File: src/rtl/lab_color_remap.sv
`default_nettype none
// ============================================================================
// Module   : lab_color_remap
// Brief    : Lab colour-transfer remap stage. It derives t_std/s_std ratios with
//            a restoring divider, then runs a 2-stage scale/offset/clamp pipeline.
// Revision : 1.0
// ============================================================================
module lab_color_remap #(
    parameter int FRAC    = 8,
    parameter int RATIO_W = 16
) (
    input  logic        clk,
    input  logic        rst,
    input  logic        start,
    input  logic [23:0] iS_mean,
    input  logic [23:0] iT_mean,
    input  logic [23:0] iS_std,
    input  logic [23:0] iT_std,
    input  logic [19:0] iPixel_Count,
    output logic        oReady,
    output logic        oDone,
    input  logic        in_valid,
    output logic        in_ready,
    input  logic [23:0] in_pixel,
    output logic        out_valid,
    input  logic        out_ready,
    output logic [23:0] out_pixel
);

    localparam int c_dvd_w = 8 + FRAC;
    localparam int c_bit_w = $clog2(c_dvd_w);
    localparam int c_p_w   = 10 + RATIO_W;
    localparam int c_q_w   = c_p_w - FRAC;
    localparam int c_r_w   = c_q_w + 1;
    localparam logic [c_bit_w-1:0] c_last_bit = c_bit_w'(c_dvd_w - 1);
    localparam logic signed [c_p_w-1:0] c_half = c_p_w'(1 << (FRAC - 1));

    localparam logic [1:0] c_st_idle = 2'd0;
    localparam logic [1:0] c_st_div  = 2'd1;
    localparam logic [1:0] c_st_run  = 2'd2;

    logic [1:0]         r_state;
    logic [23:0]        r_s_mean;
    logic [23:0]        r_t_mean;
    logic [23:0]        r_s_std;
    logic [15:0]        r_t_std_ab;
    logic [19:0]        r_count;
    logic [19:0]        r_accepted;
    logic [19:0]        r_emitted;
    logic               r_done;
    logic [RATIO_W-1:0] r_ratio [3];

    logic [1:0]         r_ch;
    logic [c_bit_w-1:0] r_bit;
    logic [c_dvd_w-1:0] r_dvd;
    logic [c_dvd_w-1:0] r_quo;
    logic [7:0]         r_rem;

    logic               r_s1_valid;
    logic               r_out_valid;
    logic [23:0]        r_out_pixel;

    logic               w_advance;
    logic               w_in_fire;
    logic               w_out_fire;
    logic [7:0]         w_div_s;
    logic [7:0]         w_t_next;
    logic [8:0]         w_trial;
    logic               w_ge;
    logic [8:0]         w_rem_nxt;
    logic [c_dvd_w-1:0] w_quo_nxt;
    logic [RATIO_W-1:0] w_ratio_new;
    logic [23:0]        w_res;

    assign w_advance  = !r_out_valid || out_ready;
    assign in_ready   = (r_state == c_st_run) && w_advance && (r_accepted < r_count);
    assign w_in_fire  = in_valid && in_ready;
    assign w_out_fire = r_out_valid && out_ready;

    assign oReady    = (r_state == c_st_run);
    assign oDone     = r_done;
    assign out_valid = r_out_valid;
    assign out_pixel = r_out_pixel;

    always_comb begin
        w_div_s  = r_s_std[7:0];
        w_t_next = r_t_std_ab[7:0];
        case (r_ch)
            2'd0: begin
                w_div_s  = r_s_std[23:16];
                w_t_next = r_t_std_ab[15:8];
            end
            2'd1: w_div_s = r_s_std[15:8];
            default: w_div_s = r_s_std[7:0];
        endcase
    end

    // One restoring step: bring down the next dividend bit, subtract if it fits.
    assign w_trial     = {r_rem, r_dvd[c_dvd_w-1]};
    assign w_ge        = (w_trial >= {1'b0, w_div_s});
    assign w_rem_nxt   = w_ge ? (w_trial - {1'b0, w_div_s}) : w_trial;
    assign w_quo_nxt   = c_dvd_w'({r_quo, w_ge});
    assign w_ratio_new = (w_div_s == 8'd0) ? RATIO_W'(1 << FRAC) : RATIO_W'(w_quo_nxt);

    always_ff @(posedge clk) begin
        if (rst) begin
            r_state    <= c_st_idle;
            r_s_mean   <= '0;
            r_t_mean   <= '0;
            r_s_std    <= '0;
            r_t_std_ab <= '0;
            r_count    <= '0;
            r_accepted <= '0;
            r_emitted  <= '0;
            r_done     <= 1'b0;
            r_ratio[0] <= '0;
            r_ratio[1] <= '0;
            r_ratio[2] <= '0;
            r_ch       <= '0;
            r_bit      <= '0;
            r_dvd      <= '0;
            r_quo      <= '0;
            r_rem      <= '0;
        end else begin
            r_done <= 1'b0;
            case (r_state)
                c_st_idle: begin
                    if (start) begin
                        r_s_mean   <= iS_mean;
                        r_t_mean   <= iT_mean;
                        r_s_std    <= iS_std;
                        r_t_std_ab <= iT_std[15:0];
                        r_count    <= iPixel_Count;
                        r_accepted <= '0;
                        r_emitted  <= '0;
                        r_ch       <= '0;
                        r_bit      <= '0;
                        r_rem      <= '0;
                        r_quo      <= '0;
                        r_dvd      <= {iT_std[23:16], {FRAC{1'b0}}};
                        r_state    <= c_st_div;
                    end
                end
                c_st_div: begin
                    r_dvd <= r_dvd << 1;
                    r_rem <= 8'(w_rem_nxt);
                    r_quo <= w_quo_nxt;
                    r_bit <= r_bit + 1'b1;
                    if (r_bit == c_last_bit) begin
                        case (r_ch)
                            2'd0:    r_ratio[0] <= w_ratio_new;
                            2'd1:    r_ratio[1] <= w_ratio_new;
                            default: r_ratio[2] <= w_ratio_new;
                        endcase
                        r_ch  <= r_ch + 2'd1;
                        r_bit <= '0;
                        r_rem <= '0;
                        r_quo <= '0;
                        r_dvd <= {w_t_next, {FRAC{1'b0}}};
                        if (r_ch == 2'd2) begin
                            if (r_count == 20'd0) begin
                                r_state <= c_st_idle;
                                r_done  <= 1'b1;
                            end else begin
                                r_state <= c_st_run;
                            end
                        end
                    end
                end
                c_st_run: begin
                    if (w_in_fire)
                        r_accepted <= r_accepted + 20'd1;
                    if (w_out_fire) begin
                        r_emitted <= r_emitted + 20'd1;
                        if (r_emitted + 20'd1 == r_count) begin
                            r_state <= c_st_idle;
                            r_done  <= 1'b1;
                        end
                    end
                end
                default: r_state <= c_st_idle;
            endcase
        end
    end

    // Stage 1 captures the signed product; stage 2 rounds, offsets and clamps.
    for (genvar i = 0; i < 3; i++) begin : g_ch
        localparam int c_lsb = 16 - 8 * i;
        logic signed [8:0]       w_d;
        logic signed [c_p_w-1:0] w_p;
        logic signed [c_p_w-1:0] r_p;
        logic signed [c_p_w-1:0] w_p_rnd;
        logic signed [c_q_w-1:0] w_q;
        logic signed [c_r_w-1:0] w_r;

        assign w_d = $signed({1'b0, in_pixel[c_lsb +: 8]}) - $signed({1'b0, r_s_mean[c_lsb +: 8]});
        assign w_p = c_p_w'(w_d) * c_p_w'($signed({1'b0, r_ratio[i]}));

        always_ff @(posedge clk) begin
            if (rst)
                r_p <= '0;
            else if (w_in_fire)
                r_p <= w_p;
        end

        assign w_p_rnd = r_p + c_half;
        assign w_q     = c_q_w'(w_p_rnd >>> FRAC);
        assign w_r     = $signed({w_q[c_q_w-1], w_q}) +
                         $signed({{(c_r_w-8){1'b0}}, r_t_mean[c_lsb +: 8]});
        assign w_res[c_lsb +: 8] = w_r[c_r_w-1] ? 8'd0 :
                                   (|w_r[c_r_w-2:8]) ? 8'hFF : w_r[7:0];
    end

    always_ff @(posedge clk) begin
        if (rst) begin
            r_s1_valid  <= 1'b0;
            r_out_valid <= 1'b0;
            r_out_pixel <= '0;
        end else if (w_advance) begin
            r_s1_valid  <= w_in_fire;
            r_out_valid <= r_s1_valid;
            if (r_s1_valid)
                r_out_pixel <= w_res;
        end
    end

endmodule
`default_nettype wire

File: config.mk
export PLATFORM = sky130hd
export DESIGN_NAME = lab_color_remap
export DESIGN_NICKNAME = d
export VERILOG_FILES = /design/src/rtl/lab_color_remap.sv
export SDC_FILE = /design/constraint.sdc
export NUM_CORES = 2
export LEC_CHECK = 0
export CORE_ASPECT_RATIO = 2
export CORE_MARGIN = 2
export CORE_UTILIZATION = 56
export CTS_CLUSTER_DIAMETER = 30
export DETAILED_ROUTE_END_ITERATION = 6
export PLACE_DENSITY = 0.86
export SLEW_MARGIN = 5
export SYNTH_ARGS = -nofsm -noshare
export SYNTH_HDL_FRONTEND = slang
export SYNTH_SLANG_ARGS = --single-unit
File: constraint.sdc
create_clock -name clk -period 8.25 [get_ports clk]
set_input_delay 1.2375 -clock clk [delete_from_list [all_inputs] [get_ports clk]]
set_output_delay 1.2375 -clock clk [all_outputs]
set_load 0.005 [all_outputs]
==> flow_summary_export.csv <==
group,metric,value,unit
run_status,status,"finished with violations",
run_status,violations,"design-rule violations",
synthesis,syn_avg_cell_area,8.60,um^2
clock_network,cts_max_level,2,
drt,routed_via_density,6.04,
die,initial_core_util,0.567,
hold_path,hold_end,"r_t_std_ab[2]",
die,ios,173,
placement,portBuffers,172,
drt,dr.pass1.iters,7,
clock_network,postCtsSetupBuffers,0,
global_route,grt_usage,0.317,
die,dieArea,0.0572,mm^2
clock_network,insertion_delay,0.63,ns
synthesis,synthFlopType,"dfxtp_1",
clock_network,cts_tree,"yes",
worst_setup_path,critical_path.reg2reg.startpoint,"r_s_mean[9]",
timing,skew,0.0250,ns
timing,slew_viol_final,0,
flow_run,max-cap-violations,0,
global_route,grt_pass1_wl,144000,um
global_route,grt_pass1_vias,28600,
worst_setup_path,cpMostUsedCell,"fa_1",
timing,whs,0.453,ns
synthesis,ys_seq_elements,319,
placement,post_dp_cell_area,0.0336,mm^2
clock_network,cts_hold_buf,0,
timing,rsz0062_at_grt,"true",
die,rows,121,
worst_setup_path,cp_slowest_cell,"fa_1",
timing,setup_viol,0,
drt,wl_per_cell,19.8,um
global_route,grt-ovfl-total,0,
synthesis,syn_area,0.0309,mm^2
drt,wl,88700,um
timing,hold_viol,0,
synthesis,synth_top_area_frac,0.195,
timing,min_period_over_period,0.953,
placement,place.gp.congestion,0.951,
clock_network,clk_pin_slew,0.06,ns
drt,drt_iter0_markers,1826,
hold_path,min_from,"r_t_std_ab[2]",
clock_network,cts.path.max_buffers,3,
drt,ant_nets,0,
timing,min_period,7.87,ns
synthesis,synthDistinctLibCells,85,
synthesis,synth-edff-count,48,
worst_setup_path,cp-start-kind,"input port",
clock_network,cts.sink_count,319,
die,die_y,336,um
clock_network,numCtsBuffers,55,
die,die_x,170,um
worst_setup_path,max_stage_delay,0.57,ns
synthesis,yosysWarnings,0,
synthesis,synth_area_leaders,"fa_1, dfxtp_1, ha_1, nand2_1, and2_1",
worst_setup_path,rr_endpoint,"g_ch[1].r_p[24]",
synthesis,synth_top_cell_by_area,"fa_1",
placement,placed_cells,4372,
global_route,antenna_found_initial,0,
worst_setup_path,worst-setup-path-type,"input port to register",
global_route,grt_max_degree,100,
synthesis,syn-num-nets,4319,
worst_setup_path,cp.required,8.81,ns
placement,dp_hpwl,65700,um
finish,drive_above_1_share,0.0587,
clock_network,cts_resized,0,
drt,drc,2,
finish,area_delta_synth_final,14.9,%
timing,slew_headroom,0.0856,
worst_setup_path,r2r_slack,1.11,ns
finish,diodes,0,
die,core_area,0.0545,mm^2
clock_network,ctsRootBufferMaster,"clkbuf_16",
worst_setup_path,cp_max_fo,3,
finish,stdcell_count,4475,
timing,fmax,127,MHz
worst_setup_path,ff2ff_path_depth,29,
drt,num_vias,27000,
worst_setup_path,crit_arrival,8.42,ns
hold_path,hold_depth,2,
finish,post-route-util,0.651,
synthesis,synthArstFlopShare,0,
hold_path,hold_class,"register to register",
finish,design_area,0.0355,mm^2
synthesis,netlist_instances,3590,
finish,nets,4482,
synthesis,yosysSeqAreaShare,0.222,
worst_setup_path,setup.worst_path.end_class,"register",
timing,worstMarginPinSlew,1.36,ns
==> worst max path at each step <==
stage,start,to,slack (ns),cells past startpoint
after floorplan,in_pixel[8],g_ch[1].r_p[22],0.25,29
after global routing,in_pixel[8],g_ch[1].r_p[24],-0.03,31
after detailed placement,in_pixel[8],g_ch[1].r_p[22],-0.39,30
after global placement,in_pixel[8],g_ch[1].r_p[22],-0.20,30
after CTS,in_pixel[8],g_ch[1].r_p[22],0.23,30
final,in_pixel[8],g_ch[1].r_p[24],0.38,31
==> sequential cells by signal, indices dropped and copies added (netlist names), 4 cells and up <==
register / count
r_emitted: 20
r_accepted: 20
r_quo: 15
r_dvd: 8
r_bit: 4
r_t_mean: 24
r_s_mean: 24
out_pixel: 24
r_s_std: 24
r_ratio: 48
r_t_std_ab: 16
r_count: 20
r_rem: 8
g_ch.r_p: 57
==> cells in the final DEF, fill, tap and decap left out, types with 15 or more instances in the layout <==
cell type        count
edfxtp_1            48
o21a_1              15
nand2_1            468
a21o_1              58
a21oi_1            248
xor2_1              63
inv_1              350
mux2i_1             41
clkdlybuf4s50_1    171
nor2_1             249
a22oi_1             23
a2111oi_0           15
and3_1              20
nor4_1              27
buf_4               83
nor3_1              48
fa_1               301
and2_1             233
nor2b_1             35
xnor2_1            109
nand2b_1           107
ha_1               283
clkbuf_16           55
dfxtp_1            271
a211oi_1            25
nand4_1             36
o21ai_0             86
nand3_1             63
==> worst max-delay path, delay by kind of cell <==
family / cells / cell delay (ns)
AOI/OAI and AO/OA: 10 / 1.58
buffers and inverters: 6 / 0.75
adders and majority gates: 8 / 3.49
and+or+nand+nor: 7 / 1.35
==> layout make-up <==
cell class / count / area [um^2]
Multi-Input combinational cell: 2770 / 22200
Fill cell: 4154 / 19000
Sequential cell: 319 / 6870
Timing Repair Buffer: 257 / 2390
Clock buffer: 59 / 1390
Inverter: 350 / 1310
Tap cell: 676 / 846
Clock inverter: 44 / 514
==> synthesized netlist by cell type (41+ instances only) <==
master,instances
nor3_1,48
inv_1,350
edfxtp_1,48
a21o_1,58
nand3_1,63
and2_1,234
nand2_1,469
nor2_1,249
clkbuf_1,132
mux2i_1,41
a21oi_1,249
o21ai_0,88
nand2b_1,107
ha_1,283
xor2_1,63
fa_1,301
dfxtp_1,271
xnor2_1,109
==> layer usage <==
layer,share of wire,wire length [um],global-route usage,vias to the layer above
met4,0.086,7650,0.235,0
met5,0,0,0,-
li1,-,-,-,12300
met1,0.33,28900,0.313,13100
met2,0.54,47600,0.595,1145
met3,0.051,4540,0.0415,489
==> cells by family after synthesis <==
family	count (synthesis)	share of synthesized area
buffers and inverters	501	0.0610
adders and majority gates	584	0.310
xor gates and xnor gates	172	0.0488
DFF	319	0.222
AOI/OAI and AO/OA	604	0.125
muxes	47	0.0155
and+or+nand+nor	1363	0.218
==> through the flow <==
stage          setup TNS [ns]  worst slack [ns]
6_report                    0             0.385
5_1_grt               -0.0349           -0.0349
4_1_cts                     0             0.225
3_5_place_dp            -2.16            -0.388
3_3_place_gp           -0.569            -0.201
2_1_floorplan               0             0.247
Power is not shown: default switching activity piles up to over one toggle a cycle in this logic, so the estimate is an artifact.
